==> config.mk <==
export PLATFORM = sky130hd
export DESIGN_NAME = run_ctrl
export DESIGN_NICKNAME = d
export VERILOG_FILES = /design/src/rtl/run_ctrl.sv
export SDC_FILE = /design/constraint.sdc
export NUM_CORES = 1
export LEC_CHECK = 0
export BUFFER_PORTS_ARGS = -buffer_cell sky130_fd_sc_hd__buf_2
export CAP_MARGIN = 20
export CORE_ASPECT_RATIO = 0.8
export CORE_MARGIN = 5
export CORE_UTILIZATION = 49
export DETAILED_ROUTE_END_ITERATION = 6
export PLACE_DENSITY = 0.82
export SLEW_MARGIN = 40
export SYNTH_ARGS = -nofsm -noshare
export SYNTH_HDL_FRONTEND = slang
export SYNTH_SLANG_ARGS = --single-unit
export TNS_END_PERCENT = 30
==> constraint.sdc <==
create_clock -name Clk -period 1.9 [get_ports Clk]
set_input_delay 0.095 -clock Clk [delete_from_list [all_inputs] [get_ports Clk]]
set_output_delay 0.095 -clock Clk [all_outputs]
set_load 0.01 [all_outputs]
==> src/rtl/run_ctrl.sv <==
// Run sequencer and data-memory arbiter between a host and the core.
// Optional RUN_CTRL_TIMEOUT_EN enables the watchdog; otherwise the cycle counter saturates.
module run_ctrl #(
   parameter int unsigned START_CYCLES = 2,
   parameter int unsigned TIMEOUT      = 1023,
   parameter int unsigned CNT_W        = 16
) (
   input  logic             Clk,
   input  logic             Rst_n,
   input  logic             RunReq,
   output logic             RunAck,
   output logic             Busy,
   output logic             RunDone,
   output logic             TimedOut,
   output logic [CNT_W-1:0] CycleCnt,
   output logic             CoreStart,
   input  logic             CoreDone,
   input  logic             HostReq,
   input  logic             HostWe,
   input  logic [7:0]       HostAddr,
   input  logic [7:0]       HostWdat,
   output logic             HostGnt,
   output logic             MemWen,
   output logic [7:0]       MemAddr,
   output logic [7:0]       MemWdat,
   input  logic [7:0]       MemRdat,
   output logic [7:0]       HostRdat
);

`ifdef RUN_CTRL_TIMEOUT_EN
   localparam bit TimeoutEn = 1'b1;
`else
   localparam bit TimeoutEn = 1'b0;
`endif

   localparam int unsigned HoldW = (START_CYCLES > 1) ? $clog2(START_CYCLES) : 1;

   typedef enum logic [1:0] {StIdle, StHost, StStart, StRun} state_e;

   state_e             state_q, state_d;
   logic [HoldW-1:0]   hold_q, hold_d;
   logic [CNT_W-1:0]   cnt_q, cnt_d;
   logic [CNT_W-1:0]   cycle_cnt_q, cycle_cnt_d;
   logic               timed_out_q, timed_out_d;
   logic               run_ack_q, run_ack_d;
   logic               run_done_q, run_done_d;
   logic               core_start_q, busy_q, host_gnt_q;

   always_comb begin
      state_d     = state_q;
      hold_d      = hold_q;
      cnt_d       = cnt_q;
      cycle_cnt_d = cycle_cnt_q;
      timed_out_d = timed_out_q;
      run_ack_d   = 1'b0;
      run_done_d  = 1'b0;
      unique case (state_q)
         StIdle: begin
            if (HostReq) begin
               state_d = StHost;
            end else if (RunReq) begin
               state_d     = StStart;
               run_ack_d   = 1'b1;
               timed_out_d = 1'b0;
               hold_d      = HoldW'(START_CYCLES - 1);
            end
         end
         StHost: begin
            if (!HostReq) state_d = StIdle;
         end
         StStart: begin
            if (hold_q == '0) begin
               state_d = StRun;
               cnt_d   = '0;
            end else begin
               hold_d = hold_q - HoldW'(1);
            end
         end
         StRun: begin
            if (CoreDone) begin
               cycle_cnt_d = cnt_q;
               run_done_d  = 1'b1;
               state_d     = StIdle;
            end else if (TimeoutEn && (cnt_q == CNT_W'(TIMEOUT - 1))) begin
               cycle_cnt_d = CNT_W'(TIMEOUT);
               timed_out_d = 1'b1;
               run_done_d  = 1'b1;
               state_d     = StIdle;
            end else if (cnt_q != '1) begin
               // Saturation only matters when the watchdog is disabled
               cnt_d = cnt_q + CNT_W'(1);
            end
         end
         default: state_d = StIdle;
      endcase
   end

   always_ff @(posedge Clk or negedge Rst_n) begin
      if (!Rst_n) begin
         state_q      <= StIdle;
         hold_q       <= '0;
         cnt_q        <= '0;
         cycle_cnt_q  <= '0;
         timed_out_q  <= 1'b0;
         run_ack_q    <= 1'b0;
         run_done_q   <= 1'b0;
         core_start_q <= 1'b1;
         busy_q       <= 1'b0;
         host_gnt_q   <= 1'b0;
      end else begin
         state_q      <= state_d;
         hold_q       <= hold_d;
         cnt_q        <= cnt_d;
         cycle_cnt_q  <= cycle_cnt_d;
         timed_out_q  <= timed_out_d;
         run_ack_q    <= run_ack_d;
         run_done_q   <= run_done_d;
         core_start_q <= (state_d != StRun);
         busy_q       <= (state_d == StStart) || (state_d == StRun);
         host_gnt_q   <= (state_d == StHost);
      end
   end

   assign RunAck    = run_ack_q;
   assign RunDone   = run_done_q;
   assign Busy      = busy_q;
   assign TimedOut  = timed_out_q;
   assign CycleCnt  = cycle_cnt_q;
   assign CoreStart = core_start_q;
   assign HostGnt   = host_gnt_q;

   // Host path to DMem is only live while the grant is held
   assign MemWen   = host_gnt_q & HostReq & HostWe;
   assign MemAddr  = host_gnt_q ? HostAddr : 8'h00;
   assign MemWdat  = host_gnt_q ? HostWdat : 8'h00;
   assign HostRdat = MemRdat;

endmodule

==> results of run 1 <==
==> routing by layer <==
metal  track usage, %  routed length [um]  up-vias
met1             24.6                2180      870
met2             28.5                2350       58
met4             8.71                  64        0
met5                0                   0        -
met3             5.00                 285        8
li1                 -                   -      871
==> layout make-up <==
cell class	instances	area (um^2)
fill	384	1590
multi-input combinational	134	910
inverter	6	22.5
tap	57	71.3
clock buffer	7	76.3
clock inverter	1	5.00
sequential	39	977
timing repair buffer	81	475
==> registers in the layout, indices dropped and copies added, names as in the netlist <==
signal and cells:
CycleCnt 16, cnt_q 16, Busy 1, CoreStart 1, HostGnt 1, RunAck 1
RunDone 1, hold_q 1, state_q 1
==> logic make-up after synthesis <==
logic type / Yosys count / share of synthesized area, %
DFF: 39 / 47.7
other: 1 / 0.183
muxes: 14 / 7.63
AOI/OAI and AO/OA: 49 / 16.7
adders and majority gates: 1 / 0.610
and+or+nand+nor: 69 / 19.2
buffers and inverters: 32 / 8.00
==> final timing paths <==
path / from / to / slack [ps] / depth (start not counted)
worst max-delay path: cnt_q[1] / cnt_q[9] / 160 / 6
max in group asynchronous: Rst_n / CoreStart / 950 / 3
worst min-delay path: RunReq / RunAck / 30 / 3
worst min register to register: CycleCnt[15] / CycleCnt[15] / 490 / 2
min in group asynchronous: Rst_n / CycleCnt[3] / 260 / 2
worst max register to register: cnt_q[1] / cnt_q[9] / 160 / 6
==> power groups by stage <==
stage	Sequential (mW)	Clock (mW)	Combinational, mW
3_5_place_dp	1.17	0	0.865
5_1_grt	1.19	0.598	0.962
3_3_place_gp	1.16	0	0.846
6_report	1.16	0.539	0.859
4_1_cts	1.16	0.559	0.870
2_1_floorplan	1.17	0	0.493
==> synthesized netlist by cell type, types with 3 or more instances <==
cell,count
sky130_fd_sc_hd__mux2_2,13
sky130_fd_sc_hd__o41ai_1,4
sky130_fd_sc_hd__nand4_1,5
sky130_fd_sc_hd__dfrtp_1,38
sky130_fd_sc_hd__and3_1,4
sky130_fd_sc_hd__a21oi_1,5
sky130_fd_sc_hd__buf_4,10
sky130_fd_sc_hd__a41oi_1,3
sky130_fd_sc_hd__o21ai_0,10
sky130_fd_sc_hd__inv_1,6
sky130_fd_sc_hd__nor2_1,8
sky130_fd_sc_hd__a31oi_1,4
sky130_fd_sc_hd__nand2_1,15
sky130_fd_sc_hd__nand3_1,8
sky130_fd_sc_hd__buf_2,5
sky130_fd_sc_hd__o31ai_1,18
sky130_fd_sc_hd__clkbuf_1,10
sky130_fd_sc_hd__and2_1,19
==> stage by stage <==
stage / power [mW] / hold slack [ps] / util, %
floorplan: 1.67 / -201 / -
global placement: 2.01 / 41.7 / 59.3
detailed placement: 2.04 / 48.3 / 59.3
CTS: 2.58 / 24.4 / 61.5
global route: 2.75 / 31.6 / 61.5
finish: 2.55 / 28.0 / 61.5
==> timing repair <==
action / in CTS / in global routing
endpoints found under the hold margin: 18 / 0
endpoints found under the setup margin: 0 / 1
hold buffers: 1 / 0
resized for setup: 0 / 1
==> worst min-delay path, stage by stage <==
cell	delay (ps)
sky130_fd_sc_hd__buf_2	110
sky130_fd_sc_hd__nand2_1	50
sky130_fd_sc_hd__nor2_1	30
==> results.md, run 1 <==
### Timing
- Period minus WS final: 1740 ps
- total setup violations reported at the end of the flow: 0
- number of pins exceeding their max-slew limit in the final report: 0
- setup repair after global routing missed its margin: false
- Setup Skew: 5.59 ps
- post-route worst setup slack: 157 ps
- final setup TNS: 0 ps
- maximum clock frequency: 574 MHz
- pin slew with the least headroom to its limit: 576 ps
- portion of the clock cycle consumed by the worst path in the final layout: 91.7%
- hold violation total from the final report: 0
- worst slew margin relative to its limit: 61.5%

### Critical path
- cell at the slowest stage of the critical path: sky130_fd_sc_hd__dfrtp_1
- ordered cell list for the critical path: ha_1 > nand3_1 > nor4_1 > nand2b_1 > buf_12 > o41ai_1
- maximum fanout count along the critical path: 9
- nature of the critical path endpoint: flip-flop
- Crit path arrival time: 1930 ps
- Worst Path Buf+Inv: 1
- Worst Setup Path Type: flip-flop to flip-flop
- kind of cell adding the most delay to the critical path: flip-flops
- highest cell delay on the worst timing path: 420 ps
- Critical Path Source Type: flip-flop
- worst endpoint required time: 2080 ps

### Layout
- Cell Count, Final, Fillers Out: 325
- cell area after layout: 2540 um^2
- commonest non-fill, non-tap cell in the layout: sky130_fd_sc_hd__buf_2
- area added between synthesis and finish: 23.8%
- antenna cell count: 0
- proportion of layout cells with a drive suffix above 1: 38.8%
- most frequent cells in the layout: 59 x sky130_fd_sc_hd__buf_2, 38 x sky130_fd_sc_hd__dfrtp_1, 20 x sky130_fd_sc_hd__buf_4
- final layout net count: 298

### Power and ir drop
- switching power share of the total: 35.1%
- leakage dissipation: 1.30 nW
- share of total power in combinational logic: 33.6%
- Clock power frac: 21.1%
- Psw: 0.895 mW
- internal power: 1.66 mW
- fraction of power consumed by sequential logic: 45.3%
- worst IR drop on VDD: 0.614 mV
- areal power density over the cells: 1010 nW/um^2

### Yosys
- post-synthesis cell count: 205
- post-synthesis sequential area ratio: 47.7%
- most common flop cell mapped by yosys: sky130_fd_sc_hd__dfrtp_1
- fraction of synthesis flops using an asynchronous set or reset pin: 100%
- warning count from the yosys run: 0
- fraction of post-synthesis cell area in the top cell type by area: 46.4%
- Net Count, Synth: 236
- Post-synth EDFFs: 0
- main area contributors after synthesis: sky130_fd_sc_hd__dfrtp_1 46%, sky130_fd_sc_hd__mux2_2 7.1%, sky130_fd_sc_hd__o31ai_1 6.6%, sky130_fd_sc_hd__and2_1 5.8%, sky130_fd_sc_hd__buf_4 3.7%
- Synth Area per Inst: 10.0 um^2
- area leader, netlist: sky130_fd_sc_hd__dfrtp_1
- distinct cell type count of the synthesized netlist: 35
- number of register bits inferred by synthesis: 39
- post-synthesis cell area: 2050 um^2

### Placed design
- Post-DP Area: 2440 um^2
- Port Buffers: 59
- post-placement worst setup slack: 177 ps
- gp weighted congestion: 0.900
- total half-perimeter wirelength after legalization and detailed placement: 3.64 mm
- Placed Instances: 316

### Global route
- global-route wire length before repair: 7.95 mm
- number of global-route vias before repair: 1,704
- maximum number of pins on one net before global-route repair: 22
- overall fraction of global-route tracks in use: 18.6%
- final global-route overflow total: 0
- initial antenna violation count: 0

### Floorplanning
- Core Footprint: 4130 um^2
- area enclosed by the die boundary: 5580 um^2
- die height: 67.8 um
- width of the die: 82.3 um
- row count: 21
- starting density of the core: 49.7%
- boundary pin count: 77

### CTS
- post-CTS setup buffers: 0
- CTS Buffer Depth: 2
- clock insertion delay at the later pin of the skew report: 290 ps
- maximum level of the CTS H-tree: 2
- clock buffers created by TritonCTS: 5
- clock tree root driver cell: sky130_fd_sc_hd__clkbuf_8
- Worst-path clk slew: 70 ps
- Clock Sinks: 39
- CTS tree: built

### Routing
- first-pass iteration count of the detailed router: 4
- iteration-0 DRC count of the detailed router: 148
- Routed WL: 4.88 mm
- via total after detailed routing: 1,807
- DRC violation count after routing: 0
- wire length per cell after detailed routing: 15.0 um
- antenna-violating nets left: 0
- per-cell via count in the routed design: 5.56

### Flow run
- max-cap violation count: 0

### Run status
- result of the run: finished clean

### Hold path
- class of the tightest hold or removal check: input port to flip-flop

Power figures use the tool's default switching activity.
==> run 2, diff against run 1 <==
==> constraint.sdc (replaced) <==
create_clock -name Clk -period 1.9 [get_ports Clk]
set_input_delay 0.57 -clock Clk [delete_from_list [all_inputs] [get_ports Clk]]
set_output_delay 0.57 -clock Clk [all_outputs]
set_load 0.01 [all_outputs]
==> results.md, run 2 (same netlist as run 1, synthesis figures left out) <==
### Timing
- final setup TNS: 0 ps
- hold violation total from the final report: 0
- setup repair after global routing missed its margin: false
- total setup violations reported at the end of the flow: 0
- Period minus WS final: 1750 ps
- maximum clock frequency: 573 MHz
- post-route worst setup slack: 154 ps
- number of pins exceeding their max-slew limit in the final report: 0
- worst-case hold slack: 194 ps
- portion of the clock cycle consumed by the worst path in the final layout: 91.9%
- Setup Skew: 6.11 ps

### Global route
- maximum number of pins on one net before global-route repair: 24
- final global-route overflow total: 0
- overall fraction of global-route tracks in use: 18.1%
- initial antenna violation count: 0
- global-route wire length before repair: 7.73 mm
- number of global-route vias before repair: 1,638

### Layout
- share of the core filled with cells in the final layout: 61.3%
- Cell Count, Final, Fillers Out: 321
- final layout net count: 294
- area added between synthesis and finish: 23.3%
- proportion of layout cells with a drive suffix above 1: 39.4%
- Storage cell area: 980 um^2
- most frequent cells in the layout: 59 x sky130_fd_sc_hd__buf_2, 36 x sky130_fd_sc_hd__dfrtp_1, 19 x sky130_fd_sc_hd__and2_1
- antenna cell count: 0
- commonest non-fill, non-tap cell in the layout: sky130_fd_sc_hd__buf_2
- multi-input gate area in the final layout: 911 um^2
- number of fill cells: 368

### CTS
- clock tree root driver cell: sky130_fd_sc_hd__clkbuf_8
- Clock Sinks: 39
- count of hold buffers inserted by post-cts repair: 0
- CTS tree: built
- clock buffers created by TritonCTS: 5
- Worst-path clk slew: 80 ps
- maximum level of the CTS H-tree: 2
- clock insertion delay at the later pin of the skew report: 290 ps
- CTS Buffer Depth: 2

### Critical path
- nature of the critical path endpoint: flip-flop
- Worst Reg2Reg Path Length in Cells: 4
- worst endpoint required time: 2130 ps
- Worst Setup Path Type: flip-flop to flip-flop
- Crit path arrival time: 1970 ps
- maximum fanout count along the critical path: 7
- Critical Path Source Type: flip-flop

### Placed design
- total half-perimeter wirelength after legalization and detailed placement: 3.46 mm
- Port Buffers: 59
- gp weighted congestion: 0.932
- Placed Instances: 313
- post-placement worst setup slack: 129 ps

### Run status
- result of the run: finished clean

### Power and ir drop
- areal power density over the cells: 1030 nW/um^2
- leakage dissipation: 1.28 nW
- worst IR drop on VDD: 0.799 mV

### Floorplanning
- Core Footprint: 4130 um^2
- area enclosed by the die boundary: 5580 um^2
- width of the die: 82.3 um
- row count: 21
- starting density of the core: 49.7%
- die height: 67.8 um
- boundary pin count: 77

### Routing
- via total after detailed routing: 1,787
- antenna-violating nets left: 0
- iteration-0 DRC count of the detailed router: 122
- first-pass iteration count of the detailed router: 4
- DRC violation count after routing: 0
- Routed WL: 4.69 mm
- wire length per cell after detailed routing: 14.6 um
- per-cell via count in the routed design: 5.57

### Flow run
- max-cap violation count: 0

### Hold path
- class of the tightest hold or removal check: input port to async pin

-- run 2: changes by cell type in the layout (fill, tap and decap cells not counted) --
cell                            before  now
sky130_fd_sc_hd__dfrtp_2             0    2
sky130_fd_sc_hd__and2_1             18   19
sky130_fd_sc_hd__clkbuf_8            5    7
sky130_fd_sc_hd__buf_4              20   17
sky130_fd_sc_hd__clkbuf_1            2    1
sky130_fd_sc_hd__ha_1                1    0
sky130_fd_sc_hd__ha_2                0    1
sky130_fd_sc_hd__dlygate4sd3_1       1    0
sky130_fd_sc_hd__and2_2              1    0
sky130_fd_sc_hd__dfrtp_1            38   36
sky130_fd_sc_hd__clkinv_2            1    0
-- run 2: worst max-delay path, stage by stage, from the launching register on --
cell	delay, ps
sky130_fd_sc_hd__dfrtp_2	420
sky130_fd_sc_hd__nand4_2	150
sky130_fd_sc_hd__or4_1	540
sky130_fd_sc_hd__or4b_1	470
sky130_fd_sc_hd__nand3_1	90
-- run 2: path summary, 6_finish.rpt --
path | from | to | slack, ps
worst max-delay path | cnt_q[9] | cnt_q[13] | 150
worst min-delay path | Rst_n | CycleCnt[5] | 190
worst max register to register | cnt_q[9] | cnt_q[13] | 150
worst min register to register | CycleCnt[14] | CycleCnt[14] | 480
max in group asynchronous | Rst_n | CoreStart | 1170
min in group Clk | CycleCnt[14] | CycleCnt[14] | 480
-- run 2: timing repair --
item                                    4_1_cts  5_1_grt
endpoints found under the setup margin        0        2
setup buffers                                 0        0
gates resized for setup                       0        3
-- run 2: routing by layer --
metal	vias to the layer above	GRT usage (%)	wire, um
met1	859	25.0	2060
met3	6	6.45	354
met5	-	0	0
met4	0	3.53	38
met2	64	27.5	2240
li1	858	-	-
-- run 2: where the power goes --
group,internal (mW),switching (mW),total [mW]
clock network,0.331,0.284,0.615
registers,1.01,0.154,1.16
logic,0.372,0.463,0.834
-- run 2: area by class of cell --
cell class	instances	area share (%)
multi-input cells	134	36.0
well taps	57	2.82
flip-flops and latches	39	38.8
clock buffers	8	3.96
repair buffers	77	17.5
inverters	6	0.891
-- run 2: through the flow --
stage / cell area, um^2 / power (mW)
2_1_floorplan: 2050 / 1.67
3_3_place_gp: 2420 / 1.99
3_5_place_dp: 2420 / 2.02
4_1_cts: 2520 / 2.63
5_1_grt: 2530 / 2.80
6_report: 2530 / 2.61
